### src/rtl/teatris_pkg.sv
// -----------------------------------------------------------------------------
// teatris_pkg
// Shared definitions for the map-memory arbiter: FSM state encoding and
// requester identifiers.
//   ARB_IDLE / ARB_SERVE0 / ARB_SERVE1 : arbiter FSM states (also exported on
//                                        db_estado, so the encoding is fixed)
//   REQ_DISP / REQ_GAME                : requester 0 (display scan) and
//                                        requester 1 (game datapath)
// -----------------------------------------------------------------------------
`timescale 1ns/1ps
package teatris_pkg;

  typedef enum logic [1:0] {
    ARB_IDLE   = 2'd0,
    ARB_SERVE0 = 2'd1,
    ARB_SERVE1 = 2'd2
  } arb_state_e;

  localparam logic REQ_DISP = 1'b0;
  localparam logic REQ_GAME = 1'b1;

endpackage

### src/rtl/teatris_arb_wait_cnt.sv
// -----------------------------------------------------------------------------
// teatris_arb_wait_cnt
// Saturating wait counter for one requester. Counts cycles in which the
// requester asks (req) but is not granted (gnt); clears while the grant is
// held. starve goes high once the count reaches MAX and stays high until the
// grant arrives.
// Ports:
//   clk, rst_n : clock, asynchronous active-low reset
//   req, gnt   : request and current (registered) grant of this requester
//   starve     : counter has reached MAX
// -----------------------------------------------------------------------------
`timescale 1ns/1ps
module teatris_arb_wait_cnt #(
  parameter int MAX = 16
) (
  input  logic clk,
  input  logic rst_n,
  input  logic req,
  input  logic gnt,
  output logic starve
);

  localparam int W = $clog2(MAX + 1);

  logic [W-1:0] cnt;

  always_ff @(posedge clk or negedge rst_n) begin
    if (!rst_n) begin
      cnt <= '0;
    end else if (gnt) begin
      cnt <= '0;
    end else if (req && (cnt != W'(MAX))) begin
      cnt <= cnt + 1'b1;
    end
  end

  assign starve = (cnt == W'(MAX));

endmodule

### src/rtl/teatris_mapa_arb.sv
// -----------------------------------------------------------------------------
// teatris_mapa_arb
// Arbiter/sequencer for the single-port board map memory. Requester 0 is the
// display scan (read only), requester 1 is the game datapath (read/write).
// Round-robin on simultaneous requests, a MAX_BURST access limit per grant,
// an atomic lock that extends a grant past the limit, and read-data routing
// that follows each read to its owner even after the grant has moved on.
//
// Build option: define TEATRIS_ARB_STARVE_EN to add per-requester wait
// counters; a requester that has waited STARVE_MAX cycles overrides the
// other side's lock. Without it a lock is honored indefinitely.
//
// Ports:
//   clk, rst_n                     : clock, asynchronous active-low reset
//   req0/1, lock0/1                : request, hold-grant-past-burst-limit
//   addr0/1, we0/1, wdata0/1       : access command (we0 ignored)
//   gnt0/1                         : grant (decoded from state register)
//   rvalid0/1, rdata               : read return, rdata shared
//   mem_en/we/addr/wdata, mem_rdata: memory macro port, 1-cycle read latency
//   busy                           : any grant active
//   db_estado                      : FSM state
// -----------------------------------------------------------------------------
`timescale 1ns/1ps
module teatris_mapa_arb
  import teatris_pkg::*;
#(
  parameter int ADDR_W     = 6,
  parameter int DATA_W     = 4,
  parameter int MAX_BURST  = 8,
  parameter int STARVE_MAX = 16
) (
  input  logic              clk,
  input  logic              rst_n,
  input  logic              req0,
  input  logic              req1,
  input  logic              lock0,
  input  logic              lock1,
  input  logic [ADDR_W-1:0] addr0,
  input  logic [ADDR_W-1:0] addr1,
  input  logic              we0,
  input  logic              we1,
  input  logic [DATA_W-1:0] wdata0,
  input  logic [DATA_W-1:0] wdata1,
  output logic              gnt0,
  output logic              gnt1,
  output logic              rvalid0,
  output logic              rvalid1,
  output logic [DATA_W-1:0] rdata,
  output logic              mem_en,
  output logic              mem_we,
  output logic [ADDR_W-1:0] mem_addr,
  output logic [DATA_W-1:0] mem_wdata,
  input  logic [DATA_W-1:0] mem_rdata,
  output logic              busy,
  output logic [1:0]        db_estado
);

  localparam int BW = $clog2(MAX_BURST + 1);

  arb_state_e        state, state_nx;
  logic              last;      // requester served most recently
  logic [BW-1:0]     burst_cnt;
  logic              rd_vld;    // a read was issued last cycle
  logic              rd_who;    // owner of that read
  logic              acc0, acc1;
  logic              burst_done;
  logic              starve0, starve1;

  // Requester 0 never writes.
  logic unused_we0;
  assign unused_we0 = we0;

  assign acc0 = (state == ARB_SERVE0) && req0;
  assign acc1 = (state == ARB_SERVE1) && req1;

  // Counts the access happening this cycle, so the switch lands right after
  // the MAX_BURST-th access with no idle cycle in between.
  assign burst_done = (burst_cnt == BW'(MAX_BURST)) ||
                      ((acc0 || acc1) && (burst_cnt == BW'(MAX_BURST - 1)));

`ifdef TEATRIS_ARB_STARVE_EN
  teatris_arb_wait_cnt #(.MAX(STARVE_MAX)) u_wait0 (
    .clk    (clk),
    .rst_n  (rst_n),
    .req    (req0),
    .gnt    (gnt0),
    .starve (starve0)
  );
  teatris_arb_wait_cnt #(.MAX(STARVE_MAX)) u_wait1 (
    .clk    (clk),
    .rst_n  (rst_n),
    .req    (req1),
    .gnt    (gnt1),
    .starve (starve1)
  );
`else
  logic unused_starve;
  assign unused_starve = (STARVE_MAX > 0);
  assign starve0 = 1'b0;
  assign starve1 = 1'b0;
`endif

  // NOTE: every output of a combinational block gets a default first, so no
  // path through the case can leave it unassigned and infer a latch.
  always_comb begin
    state_nx = state;
    unique case (state)
      ARB_IDLE: begin
        if (req0 && req1) state_nx = last ? ARB_SERVE0 : ARB_SERVE1;
        else if (req0)    state_nx = ARB_SERVE0;
        else if (req1)    state_nx = ARB_SERVE1;
      end
      ARB_SERVE0: begin
        if (!req0)        state_nx = req1 ? ARB_SERVE1 : ARB_IDLE;
        else if (req1 && ((burst_done && !lock0) || starve1))
                          state_nx = ARB_SERVE1;
      end
      ARB_SERVE1: begin
        if (!req1)        state_nx = req0 ? ARB_SERVE0 : ARB_IDLE;
        else if (req0 && ((burst_done && !lock1) || starve0))
                          state_nx = ARB_SERVE0;
      end
      default:            state_nx = ARB_IDLE;
    endcase
  end

  // NOTE: sequential state uses non-blocking assignments so every register
  // samples the pre-edge values, independent of statement order.
  always_ff @(posedge clk or negedge rst_n) begin
    if (!rst_n) begin
      state     <= ARB_IDLE;
      last      <= 1'b1;
      burst_cnt <= '0;
      rd_vld    <= 1'b0;
      rd_who    <= REQ_DISP;
    end else begin
      state <= state_nx;
      if ((state != ARB_IDLE) && (state_nx != state))
        last <= (state == ARB_SERVE1);
      if (state_nx != state)
        burst_cnt <= '0;
      else if ((acc0 || acc1) && (burst_cnt != BW'(MAX_BURST)))
        burst_cnt <= burst_cnt + 1'b1;
      rd_vld <= mem_en && !mem_we;
      rd_who <= acc1 ? REQ_GAME : REQ_DISP;
    end
  end

  assign gnt0      = (state == ARB_SERVE0);
  assign gnt1      = (state == ARB_SERVE1);
  assign busy      = gnt0 | gnt1;
  assign db_estado = state;

  assign mem_en    = acc0 | acc1;
  assign mem_we    = acc1 && we1;
  assign mem_addr  = acc1 ? addr1  : (acc0 ? addr0  : '0);
  assign mem_wdata = acc1 ? wdata1 : (acc0 ? wdata0 : '0);

  assign rvalid0   = rd_vld && (rd_who == REQ_DISP);
  assign rvalid1   = rd_vld && (rd_who == REQ_GAME);
  assign rdata     = rd_vld ? mem_rdata : '0;

endmodule

### config.mk
export PLATFORM = sky130hd
export DESIGN_NAME = teatris_mapa_arb
export DESIGN_NICKNAME = d
export VERILOG_FILES = /design/src/rtl/teatris_pkg.sv /design/src/rtl/teatris_arb_wait_cnt.sv /design/src/rtl/teatris_mapa_arb.sv
export SDC_FILE = /design/constraint.sdc
export NUM_CORES = 1
export LEC_CHECK = 0
export ABC_AREA = 1
export BUFFER_PORTS_ARGS = -buffer_cell sky130_fd_sc_hd__buf_2
export CORE_MARGIN = 8
export CORE_UTILIZATION = 41
export DETAILED_ROUTE_END_ITERATION = 10
export GPL_ROUTABILITY_DRIVEN = 0
export HOLD_SLACK_MARGIN = 0.02
export PLACE_DENSITY_LB_ADDON = 0.3
export SYNTH_ARGS = -nofsm -noshare
export SYNTH_HDL_FRONTEND = slang
export SYNTH_HIERARCHICAL = 1
export SYNTH_SLANG_ARGS = --single-unit
export TNS_END_PERCENT = 10
### constraint.sdc
create_clock -name clk -period 2.2 [get_ports clk]
set_input_delay 0.22 -clock clk [delete_from_list [all_inputs] [get_ports clk]]
set_output_delay 0.22 -clock clk [all_outputs]
set_load 0.005 [all_outputs]
# After elaboration in Yosys (flattened, before gate mapping)
# Cells that the tools add are included.
[classes]
n_addsub = 1
mux = 19
bitwise = 3
n_reduce_logical = 22
eq_ne = 6
[ops]
columns = ["operator", "n"]
rows = [
  ["two-way mux 4 bit", 5],
  ["two-way mux 2 bit", 9],
  ["logical AND 1 bit", 14],
  ["two-way mux 6 bit", 2],
  ["one-hot mux 2 bit (3 select lines)", 1],
  ["adder 4 x 1 -> 4 bit (second input constant)", 1],
  ["equality test 4 x 3 -> 1 bit (second input constant)", 1],
  ["equality test 4 bit (second input constant)", 1],
  ["!= test 4 bit (second input constant)", 1],
  ["nonzero test 2 bit", 2],
  ["logical NOT 1 bit", 3],
  ["equality test 2 x 1 -> 1 bit (second input constant)", 1],
  ["equality test 2 bit (second input constant)", 1],
  ["logical NOT 2 bit", 1],
  ["logical OR 1 bit", 2],
  ["two-way mux 1 bit", 2],
  ["!= test 2 bit", 1],
  ["bitwise OR 1 bit", 2],
  ["inverter 1 bit", 1],
]
[totals]
register_bits = 9
inputBits = 32

# Depth between registers and ports, before layout
# Gate-level depths: netlist of the first run.
[logic_depth]
word_depth = 12
ltp_mapped = 17
mapped_depth_nobuf = 17

# Worst setup path before layout of the first run
# No wires, ideal clock.
[synth_timing]
kind = "reg-to-reg"
from = "register state[0] (netlist: db_estado[0])"
to = "register last"
arrival_time_ps = 1722
n_path_buf = 0
stages_incl_launch_ff = 18
setup_time_ps = 76
setup_slack_ps = 402
cell_sequence = "dfrtp_1 > inv_1 > ha_1 > nand2_2 > nand2_4 > nand3_2 > nand2_2 > nand2_2 > nand2_1 > nand2_1 > nand2_1 > nand2_1 > nand2_1 > nand2_1 > nand2_2 > nand2_1 > nand2_1 > nand2_1"
[synth_between]
elab_chain_cells = 12
elab_cells_between_ends = 23
cone_classes = "eq/ne: 3; mux: 8; reduce/logical: 12"
[synth_rtl]
columns = ["element", "line_no", "text"]
rows = [
  ["from (decl)", "teatris_mapa_arb.sv:60", "arb_state_e state, state_nx;"],
  ["from (signal assigned)", "teatris_mapa_arb.sv:137", "state <= state_nx;"],
  ["equality test 2 bit *", "-", ""],
  ["via gnt1", "teatris_mapa_arb.sv:45", "output logic gnt1,"],
  ["logical AND 1 bit", "teatris_mapa_arb.sv:74", "assign acc1 = (state == ARB_SERVE1) && req1;"],
  ["logical OR 1 bit", "teatris_mapa_arb.sv:79", "((acc0 || acc1) && (burst_cnt == BW'(MAX_BURST - 1)));"],
  ["logical AND 1 bit", "teatris_mapa_arb.sv:79", ""],
  ["logical OR 1 bit", "teatris_mapa_arb.sv:78", "assign burst_done = (burst_cnt == BW'(MAX_BURST)) ||"],
  ["logical AND 1 bit (on tied branches) (2 in series)", "teatris_mapa_arb.sv:120, teatris_mapa_arb.sv:115", ""],
  ["two-way mux 2 bit (on tied branches)", "teatris_mapa_arb.sv:120, teatris_mapa_arb.sv:115", ""],
  ["two-way mux 2 bit (on tied branches)", "teatris_mapa_arb.sv:119, teatris_mapa_arb.sv:114", ""],
  ["one-hot mux 2 bit (3 select lines)", "teatris_mapa_arb.sv:107", "unique case (state)"],
  ["!= test 2 bit", "teatris_mapa_arb.sv:138", "if ((state != ARB_IDLE) && (state_nx != state))"],
  ["logical AND 1 bit", "teatris_mapa_arb.sv:138", ""],
  ["to (signal assigned)", "teatris_mapa_arb.sv:139", "last <= (state == ARB_SERVE1);"],
  ["to (decl)", "teatris_mapa_arb.sv:61", "logic last;"],
]
# The timed path passes the listed nets; every way through them passes the cells marked *.
# A chain may end at the register's enable or synchronous reset.

# Worst setup path in the final report of the first run
[layout_timing]
from = "register state[1] (netlist: db_estado[1])"
to = "register last"
[layout_between]
elab_chain_cells = 12
elab_cells_between_ends = 23
cone_classes = "eq/ne: 3; mux: 8; reduce/logical: 12"
[layout_rtl]
columns = ["element", "line_no"]
rows = [
  ["equality test 2 x 1 -> 1 bit / equality test 2 bit (equally long branches)", "-"],
  ["logical AND 1 bit (on tied branches)", "teatris_mapa_arb.sv:73, teatris_mapa_arb.sv:74"],
  ["logical OR 1 bit", "teatris_mapa_arb.sv:79"],
  ["logical AND 1 bit", "teatris_mapa_arb.sv:79"],
  ["logical OR 1 bit", "teatris_mapa_arb.sv:78"],
  ["logical AND 1 bit (on tied branches) (2 in series)", "teatris_mapa_arb.sv:120, teatris_mapa_arb.sv:115"],
  ["two-way mux 2 bit (on tied branches)", "teatris_mapa_arb.sv:120, teatris_mapa_arb.sv:115"],
  ["two-way mux 2 bit (on tied branches)", "teatris_mapa_arb.sv:119, teatris_mapa_arb.sv:114"],
  ["one-hot mux 2 bit (3 select lines)", "teatris_mapa_arb.sv:107"],
  ["!= test 2 bit", "teatris_mapa_arb.sv:138"],
  ["logical AND 1 bit", "teatris_mapa_arb.sv:138"],
]
# Parallel ways exist; a longest one is shown, timed or not.

==> results of run 1 <==
## cell families (layout without fill, tap and decap cells)
| logic type | after synthesis | after routing | share of synthesized area, % |
|---|---|---|---|
| compound gates | 17 | 17 | 11.0 |
| xor+xnor | 3 | 3 | 3.13 |
| fa+ha+maj | 6 | 6 | 8.95 |
| buf+inv | 35 | 92 | 15.7 |
| flops | 9 | 9 | 27.0 |
| simple gates | 66 | 66 | 34.2 |
## stage by stage
stage	hold WS [ns]	util, %
4_1_cts	0.151	60.1
3_5_place_dp	0.0780	58.2
6_report	0.153	61.1
3_3_place_gp	0.0738	58.2
2_1_floorplan	-0.0756	-
5_1_grt	0.159	61.1
## final cells by class
cell class | count | area share, %
multi-input cells | 92 | 41.3
flip-flops and latches | 9 | 19.3
clock inverters | 1 | 0.421
inverters | 33 | 10.4
clock buffers | 3 | 1.90
repair buffers | 55 | 23.8
well taps | 27 | 2.85
## state kept, by name, indices dropped and copies added (netlist names)
name       cells
db_estado      2
rd_who         1
last           1
rd_vld         1
burst_cnt      4
## cells in the final DEF (no fill, tap or decap)
cell	Yosys	layout
dfstp_2	1	1
nand2_4	1	1
buf_4	0	1
xnor2_1	1	1
nor4_1	1	1
nand2_1	36	36
xor2_1	2	2
ha_2	0	2
inv_1	33	31
clkinv_2	0	1
ha_1	6	4
buf_2	0	53
clkbuf_4	0	3
o21ai_0	12	12
nand3_2	1	2
dfrtp_1	8	6
nand2_2	6	6
a21oi_1	3	3
nand3_1	6	5
a21oi_2	2	2
dlygate4sd3_1	0	1
inv_2	0	2
nor2_1	15	15
dfrtp_2	0	2
## how the worst max path moves through the flow
stage | end | startpoint | cells after the start | slack [ns]
final | last | db_estado[1] | 17 | 0.20
after global routing | last | db_estado[1] | 17 | 0.03
after CTS | mem_addr[2] | db_estado[0] | 6 | 0.0007
after detailed placement | last | db_estado[0] | 17 | 0.10
after global placement | last | db_estado[0] | 17 | 0.20
after floorplan | last | db_estado[0] | 17 | 0.40
## worst max-delay path: stages (launching register included)
cell     delay [ns]
dfrtp_2        0.46
inv_2          0.10
ha_2           0.21
nand2_1        0.11
nand2_4        0.11
nand3_2        0.06
nand2_2        0.09
nand2_2        0.07
nand2_1        0.06
nand2_1        0.05
nand2_1        0.09
nand2_1        0.08
nand2_1        0.08
nand2_2        0.05
nand2_2        0.11
nand2_1        0.08
nand2_1        0.06
nand2_1        0.05
## report_power, final
group,leakage (nW),internal [mW],total [mW],switching (mW)
combinational,0.622,0.259,0.635,0.376
sequential,0.116,0.217,0.274,0.0572
clock,0.0177,0.0670,0.126,0.0586
## routing by layer
metal / vias to the layer above / wire length [µm] / track usage, %
li1: 518 / - / -
met1: 426 / 934 / 13.3
met2: 39 / 1230 / 23.4
met3: 2 / 234 / 7.52
met4: 0 / 7 / 1.99
met5: - / 0 / 0
## what timing repair did
item                                    4_1_cts  5_1_grt
hold endpoints to repair                      9        0
gates resized for setup                       0        7
buffers inserted                              0        1
hold buffers                                  1        0
endpoints found under the setup margin        0       13
==> results.tsv, run 1 <==
stage	metric	value	unit
synthesis	post-synth top area cell	dfrtp_1	
worst_hold_path	Worst Hold End	rd_vld	
place	buffers added on ports	53	
worst_setup_path	RR Startpoint	db_estado[1]	
cts	TritonCTS clock tree	done	
synthesis	count leader, synth	nand2_1	
synthesis	asr flop ratio synth	100	%
global_route	vias in the first global route	963	
cells_and_area	area grow syn2layout	41.6	%
sta	Final period util	91.1	%
sta	Final Critical Period	2.00	ns
synthesis	synth cell count leaders	36 x nand2_1, 33 x inv_1, 15 x nor2_1	
worst_setup_path	Worst R2R Path Depth	17	
floorplanning	initial core utilization	43.2	%
sta	measured slew at the worst slew-check pin	0.294	ns
sta	clock skew	0.00581	ns
cells_and_area	FILL cells	185	
worst_setup_path	R2R Path End	last	
global_route	antenna violations before repair	0	
cells_and_area	storage element area	229	µm²
cts	CTS sink cnt	9	
place	placed insts	214	
synthesis	Yosys Warn Count	6	
sta	RSZ-0062 raised after global routing	false	
drt	post-route ant nets	0	
synthesis	Synth area leaders	dfrtp_1 24%, nand2_1 16%, inv_1 15%	
synthesis	Syn Inst Count	136	
sta	final hold vios	0	
cts	clock latency on the worst-skew pair	0.26	ns
cts	clock buffer depth	2	
synthesis	Seq cells post-synth	9	
pwr	pwr dens	872	nW/µm²
synthesis	Yosys cell types	17	
cts	number of buffers created by CTS	3	
synthesis	Synth top area share	23.9	%
cells_and_area	Non-Filler Instances	220	
worst_setup_path	Worst Path Max Fanout	7	
synthesis	number of flops mapped to enable cells by yosys	0	
synthesis	Main synth FF type	dfrtp_1	
sta	final number of setup-violating endpoints	0	
global_route	GRT Residual Overflow	0	
worst_hold_path	hold wc startpoint	we1	
sta	Achievable Freq	499	MHz
flow_run	Max-Cap Viols	0	
worst_setup_path	CP startpoint kind	register	
sta	Setup TNS	0	ns
drt	Vias/cell	4.48	
worst_hold_path	Worst Hold Class	input port to register	
drt	routed wire length	2400	µm
place	post-DP HPWL	2010	µm
worst_setup_path	critical path type	register to register	
floorplanning	Core Rows	16	
global_route	largest net degree at the start of global routing	12	
drt	DR iter-0 viols	16	
cells_and_area	ANT cells	0	
sta	max_slew headroom	80.2	%
global_route	first-pass GRT wire length	3830	µm
cts	H-tree levels	1	
drt	wire per inst	10.9	µm
worst_setup_path	r2r setup slk	0.20	ns
synthesis	synthesized cell area	838	µm²
sta	Final WS setup	0.195	ns
cells_and_area	multi-input logic area	490	µm²
pwr	worst vdd ir	0.000583	V
cells_and_area	Nets	232	
run_status	status	finished clean	
synthesis	syn nets	174	
floorplanning	die extent in y	61.2	µm
worst_hold_path	Worst Hold Path Cells	2	
drt	total number of vias	985	
place	Place WS	0.104	ns
floorplanning	IO Count	55	
worst_setup_path	Worst Setup End Kind	register	
global_route	gr usage total	13.2	%
cells_and_area	share of layout cells above drive strength 1	39.4	%
cts	Clock transition at path regs	0.06	ns
synthesis	register area share after synthesis	27.0	%
place	cell area after placement	1130	µm²
floorplanning	die area	3750	µm²
drt	1st-pass router iterations	4	
drt	drt drc	0	
worst_setup_path	Crit path required time	2.39	ns
sta	final slew viol count	0	
cells_and_area	post-layout instance area	1190	µm²
pwr	power consumption	1.04	mW
synthesis	Mean Syn Cell Area	6.16	µm²
worst_setup_path	Worst Path Arrival	2.20	ns
cts	Root Buffer	clkbuf_4	
floorplanning	die width	61.2	µm
floorplanning	core area	1940	µm²
pwr	leakage	0.756	nW
Note: power is estimated with default switching activity, not from simulation.
==> run 2: changes to the inputs <==
--- a/config.mk
+++ b/config.mk
@@ -13,6 +13,7 @@
 export GPL_ROUTABILITY_DRIVEN = 0
 export HOLD_SLACK_MARGIN = 0.02
 export PLACE_DENSITY_LB_ADDON = 0.3
+export SETUP_SLACK_MARGIN = 0.3
 export SYNTH_ARGS = -nofsm -noshare
 export SYNTH_HDL_FRONTEND = slang
 export SYNTH_HIERARCHICAL = 1
==> run 2 against run 1 <==
Sequential power about the same. Clock power about the same. Utilization increased by 8.8 points. Hold slack got worse by 0.0025 ns. Via count increased by 8.1%. Worst setup slack improved by 0.12 ns. Cell count increased by 5.9%. Maximum frequency increased by 6.2%.
==> results.tsv, run 2 (same netlist as run 1, synthesis figures left out) <==
stage	metric	value	unit	change
worst_setup_path	critical path type	register to register		
place	buffers added on ports	53		unchanged
worst_setup_path	CP Capture Point	last		
worst_hold_path	Worst Hold Class	input port to register		
cts	clock buffer depth	2		unchanged
cells_and_area	most frequent cells in the layout	53 x buf_2, 30 x inv_1, 30 x nand2_1, 15 x nor2_1, 13 x buf_4		
place	placed insts	214		unchanged
worst_setup_path	Worst Setup End Kind	register		
cells_and_area	area grow syn2layout	62.1	%	
cts	H-tree levels	1		unchanged
worst_setup_path	r2r setup slk	0.31	ns	+0.12 ns
drt	1st-pass router iterations	4		unchanged
drt	drt drc	0		unchanged
drt	DR iter-0 viols	15		-1
global_route	GRT Residual Overflow	0		unchanged
sta	measured slew at the worst slew-check pin	0.298	ns	+0.00383 ns
worst_setup_path	Worst Path Arrival	2.09	ns	-0.11 ns
cells_and_area	Non-Filler Instances	233		+5.9%
drt	routed wire length	2790	µm	+16%
cells_and_area	most flop-heavy register	burst_cnt		
drt	wire per inst	12.0	µm	+9.7%
global_route	vias in the first global route	1023		+6.2%
cts	TritonCTS clock tree	done		
cells_and_area	ANT cells	0		unchanged
floorplanning	die extent in y	61.2	µm	unchanged
pwr	worst vdd ir	0.000728	V	+25%
pwr	pwr dens	993	nW/µm²	+14%
run_status	status	finished clean		
worst_setup_path	R2R Path End	last		
worst_setup_path	Worst Path Max Fanout	6		-1
flow_run	Max-Cap Viols	0		unchanged
drt	total number of vias	1065		+8.1%
cts	Root Buffer	clkbuf_4		
worst_setup_path	Worst R2R Path Depth	16		-1
floorplanning	Core Rows	16		unchanged
sta	max_slew headroom	80.0	%	-0.26 points
worst_setup_path	CP startpoint kind	register		
floorplanning	initial core utilization	43.2	%	unchanged
pwr	leakage	0.823	nW	+8.9%
sta	final number of setup-violating endpoints	0		unchanged
global_route	gr usage total	14.3	%	+1.1 points
worst_setup_path	worst setup path startpoint	db_estado[0]		
cts	number of buffers created by CTS	3		unchanged
global_route	first-pass GRT wire length	4130	µm	+7.9%
floorplanning	die area	3750	µm²	unchanged
cells_and_area	share of layout cells above drive strength 1	46.6	%	+7.2 points
sta	RSZ-0062 raised after global routing	true		
drt	post-route ant nets	0		unchanged
sta	clock skew	0.00351	ns	-0.00230 ns
global_route	antenna violations before repair	0		unchanged
sta	final hold vios	0		unchanged
sta	Final period util	85.8	%	-5.3 points
floorplanning	core area	1940	µm²	unchanged
cts	CTS sink cnt	9		unchanged
sta	Achievable Freq	529	MHz	+6.2%
worst_setup_path	Crit path required time	2.41	ns	+0.02 ns
cells_and_area	commonest non-fill, non-tap cell in the layout	buf_2		
place	post-DP HPWL	2010	µm	unchanged
pwr	power consumption	1.35	mW	+30%
floorplanning	IO Count	55		unchanged
sta	Setup TNS	0	ns	unchanged
cells_and_area	max reg flops	4		unchanged
drt	Vias/cell	4.57		+2.1%
floorplanning	die width	61.2	µm	unchanged
sta	final slew viol count	0		unchanged
global_route	largest net degree at the start of global routing	12		unchanged
cts	Clock transition at path regs	0.06	ns	about the same
cts	clock latency on the worst-skew pair	0.26	ns	about the same
sta	Final Critical Period	1.89	ns	-0.116 ns
worst_setup_path	RR Startpoint	db_estado[0]		
cells_and_area	Nets	245		+5.6%
==> run 2: worst max-delay path, cell delays in order, from the launching register on <==
cell	delay [ns]
dfrtp_2	0.46
inv_4	0.09
ha_4	0.17
nand2_8	0.08
nand2_4	0.09
nand3_2	0.06
nand2_2	0.09
nand2_2	0.07
a21oi_2	0.13
nand2_1	0.10
nand2_1	0.10
nand2_1	0.07
nand2_2	0.07
nand2_4	0.08
nand2_2	0.06
nand2_1	0.04
nand2_1	0.06
==> run 2: metrics by stage <==
| step | setup slack, ns | cell area [µm²] | utilization [%] | hold slack (ns) |
|---|---|---|---|---|
| after global placement | 0.197 | 1130 | 58.2 | 0.0738 |
| after detailed placement | 0.104 | 1130 | 58.2 | 0.0780 |
| after global routing | 0.195 | 1360 | 70.0 | 0.156 |
| after floorplan | 0.402 | 838 | - | -0.0756 |
| after CTS | 0.300 | 1240 | 63.9 | 0.149 |
| final | 0.311 | 1360 | 70.0 | 0.151 |
==> run 2: area by class of cell <==
class	instances	area [µm²]
inverters	33	133
multi-input cells	92	552
fillers	158	583
clock buffers	3	22.5
well taps	27	33.8
clock inverters	1	5.00
repair buffers	68	384
flip-flops and latches	9	229
==> run 2: per-layer routing <==
metal  global-route usage (%)  up-vias  part of all wire [%]  wire length [µm]
li1                         -      545                     -                 -
met1                     13.9      470                    37              1040
met2                     26.1       46                    52              1460
met3                     7.52        4                   9.4               263
met4                     2.99        0                   1.0                29
met5                        0        -                     0                 0
==> run 2: how the worst min path moves through the flow <==
stage | depth (start not counted) | to | start
2_1_floorplan | 0 | burst_cnt[0] | rst_n
3_3_place_gp | 1 | burst_cnt[2] | rst_n
3_5_place_dp | 1 | burst_cnt[3] | rst_n
4_1_cts | 2 | rd_vld | we1
5_1_grt | 2 | rd_vld | we1
6_report | 2 | rd_vld | we1
==> run 2: repair_timing <==
item / CTS / global route
buffers inserted: 4 / 10
setup endpoints to repair: 15 / 15
pin swaps: 0 / 8
resized for setup: 11 / 16
endpoints found under the hold margin: 9 / 0
gates cloned: 0 / 0
hold buffers: 1 / 0
==> run 2: power breakdown <==
group	internal, mW	switching (mW)	total (mW)
sequential	0.217	0.0577	0.275
combinational	0.444	0.504	0.948
clock	0.0671	0.0591	0.126
==> run 3: changes to the inputs <==
--- a/config.mk
+++ b/config.mk
@@ -12,6 +12,7 @@
 export DETAILED_ROUTE_END_ITERATION = 10
 export GPL_ROUTABILITY_DRIVEN = 0
 export HOLD_SLACK_MARGIN = 0.02
+export MAX_ROUTING_LAYER = met4
 export PLACE_DENSITY_LB_ADDON = 0.3
 export SETUP_SLACK_MARGIN = 0.3
 export SYNTH_ARGS = -nofsm -noshare
==> run 3 against run 2 <==
Utilization unchanged. Sequential power about the same. Wire length increased by 0.14%. Clock skew decreased by 0.0027 ns. Die area unchanged. Largest cell class unchanged. Largest power group unchanged.
==> results.tsv, run 3 (same netlist as run 1, synthesis figures left out) <==
stage	metric	value	unit	change
run_status	status	finished clean		
drt	wire per inst	12.0	µm	+0.14%
worst_setup_path	RR Startpoint	db_estado[0]		
cells_and_area	area grow syn2layout	62.1	%	unchanged
floorplanning	Core Rows	16		unchanged
worst_hold_path	hold wc startpoint	we1		
global_route	first-pass GRT wire length	4130	µm	-0.17%
drt	highest metal used	met4		
drt	routed wire length	2800	µm	+0.14%
sta	final slew viol count	0		unchanged
cells_and_area	most flop-heavy register	burst_cnt		
sta	measured slew at the worst slew-check pin	0.298	ns	+0.000188 ns
cells_and_area	ANT cells	0		unchanged
worst_setup_path	Top delay family on crit path	simple AND/OR/NAND/NOR gates		
cells_and_area	share of layout cells above drive strength 1	46.6	%	unchanged
worst_setup_path	CP startpoint kind	register		
sta	final number of setup-violating endpoints	0		unchanged
place	post-DP HPWL	2010	µm	unchanged
worst_hold_path	Worst Hold Class	input port to register		
drt	WL met2	1470	µm	+0.62%
drt	1st-pass router iterations	4		unchanged
global_route	largest net degree at the start of global routing	12		unchanged
worst_setup_path	Worst Path Max Fanout	6		unchanged
floorplanning	die area	3750	µm²	unchanged
flow_run	Max-Cap Viols	0		unchanged
place	buffers added on ports	53		unchanged
cts	H-tree levels	1		unchanged
cells_and_area	commonest non-fill, non-tap cell in the layout	buf_2		
pwr	worst vdd ir	0.000731	V	+0.38%
cts	Root Buffer	clkbuf_4		
drt	wire length on met3	185	µm	-30%
sta	Min Hold Slack	0.151	ns	-0.000226 ns
pwr	pwr dens	994	nW/µm²	+0.12%
global_route	GRT Residual Overflow	0		unchanged
cells_and_area	fin util	70.0	%	unchanged
worst_setup_path	most used cell, CP	nand2_1		
sta	Setup TNS	0	ns	unchanged
sta	final hold vios	0		unchanged
floorplanning	IO Count	55		unchanged
worst_setup_path	slowest CP cell	dfrtp_2		
worst_setup_path	Worst R2R Path Depth	16		unchanged
drt	Vias/cell	4.59		+0.38%
worst_setup_path	r2r setup slk	0.31	ns	about the same
pwr	leakage	0.823	nW	unchanged
worst_setup_path	CP Cell Sequence	inv_4, ha_4, nand2_8, nand2_4, nand3_2, nand2_2, nand2_2, a21oi_2, nand2_1, nand2_1, nand2_1, nand2_2, nand2_4, nand2_2, nand2_1, nand2_1		
cts	TritonCTS clock tree	done		
cells_and_area	most frequent cells in the layout	53 x buf_2, 30 x inv_1, 30 x nand2_1, 15 x nor2_1, 13 x buf_4		
drt	post-route ant nets	0		unchanged
sta	clock skew	0.000798	ns	-0.00271 ns
cts	CTS sink cnt	9		unchanged
drt	DR iter-0 viols	14		-1
worst_setup_path	Crit path largest cell delay	0.46	ns	about the same
cts	clock buffer depth	2		unchanged
global_route	antenna violations before repair	0		unchanged
worst_hold_path	Worst Hold End	rd_vld		
worst_setup_path	critical path type	register to register		
place	placed insts	214		unchanged
pwr	power consumption	1.35	mW	+0.12%
global_route	vias in the first global route	1025		+0.20%
global_route	gr usage total	14.7	%	+0.40 points
drt	drt drc	0		unchanged
cells_and_area	Nets	245		unchanged
sta	max_slew headroom	80.0	%	about the same
worst_setup_path	Buf+Inv Stages, Crit Path	1		unchanged
worst_setup_path	Crit path required time	2.41	ns	about the same
sta	Achievable Freq	529	MHz	-0.12%
worst_setup_path	R2R Path End	last		
drt	Metal-1 WL	1110	µm	+6.9%
cells_and_area	Non-Filler Instances	233		unchanged
cells_and_area	max reg flops	4		unchanged
floorplanning	initial core utilization	43.2	%	unchanged
drt	total number of vias	1069		+0.38%
worst_setup_path	Worst Path Arrival	2.10	ns	about the same
cts	Clock transition at path regs	0.06	ns	about the same
cts	clock latency on the worst-skew pair	0.26	ns	about the same
cells_and_area	FILL cells	158		unchanged
floorplanning	die width	61.2	µm	unchanged
worst_setup_path	Worst Setup End Kind	register		
floorplanning	core area	1940	µm²	unchanged
sta	RSZ-0062 raised after global routing	true		
sta	Final period util	86.0	%	+0.10 points
sta	Final Critical Period	1.89	ns	+0.00227 ns
worst_hold_path	Worst Hold Path Cells	2		unchanged
floorplanning	die extent in y	61.2	µm	unchanged
cts	number of buffers created by CTS	3		unchanged
run 3: cell counts in the layout (fill, tap and decap cells not counted):
Identical to the previous run, type by type.
run 3: area by class of cell:
cell class | count | area (µm²) | share of cell area (%)
clock buffers | 3 | 22.5 | 1.66
clock inverters | 1 | 5.00 | 0.368
inverters | 33 | 133 | 9.76
multi-input cells | 92 | 552 | 40.6
flip-flops and latches | 9 | 229 | 16.9
well taps | 27 | 33.8 | 2.49
repair buffers | 68 | 384 | 28.3
run 3: worst max-delay path by stage:
stage / start / endpoint / cells past startpoint
6_report: db_estado[0] / last / 16
5_1_grt: db_estado[0] / last / 16
4_1_cts: db_estado[1] / last / 16
3_5_place_dp: db_estado[0] / last / 17
3_3_place_gp: db_estado[0] / last / 17
2_1_floorplan: db_estado[0] / last / 17
run 3: layer usage:
metal	vias to the layer above	global-route usage, %
met1	478	15.0
met5	-	-
met4	0	2.99
met3	4	5.64
li1	545	-
met2	42	26.1
run 3: power by group:
group | leakage [nW] | internal (mW) | switching, mW
Clock | 0.0177 | 0.0672 | 0.0608
Combinational | 0.690 | 0.445 | 0.504
Sequential | 0.116 | 0.217 | 0.0571
run 3: metrics by stage:
stage / instance area [µm²] / worst slack [ns]
2_1_floorplan: 838 / 0.402
3_3_place_gp: 1130 / 0.197
3_5_place_dp: 1130 / 0.104
4_1_cts: 1240 / 0.300
5_1_grt: 1360 / 0.195
6_report: 1360 / 0.309
run 3: what timing repair did:
action,4_1_cts,5_1_grt
buffers inserted,4,10
pin swaps,0,8
cloned,0,0
endpoints found under the hold margin,9,0
setup endpoints to repair,15,15
hold buffers,1,0
gates resized for setup,11,16
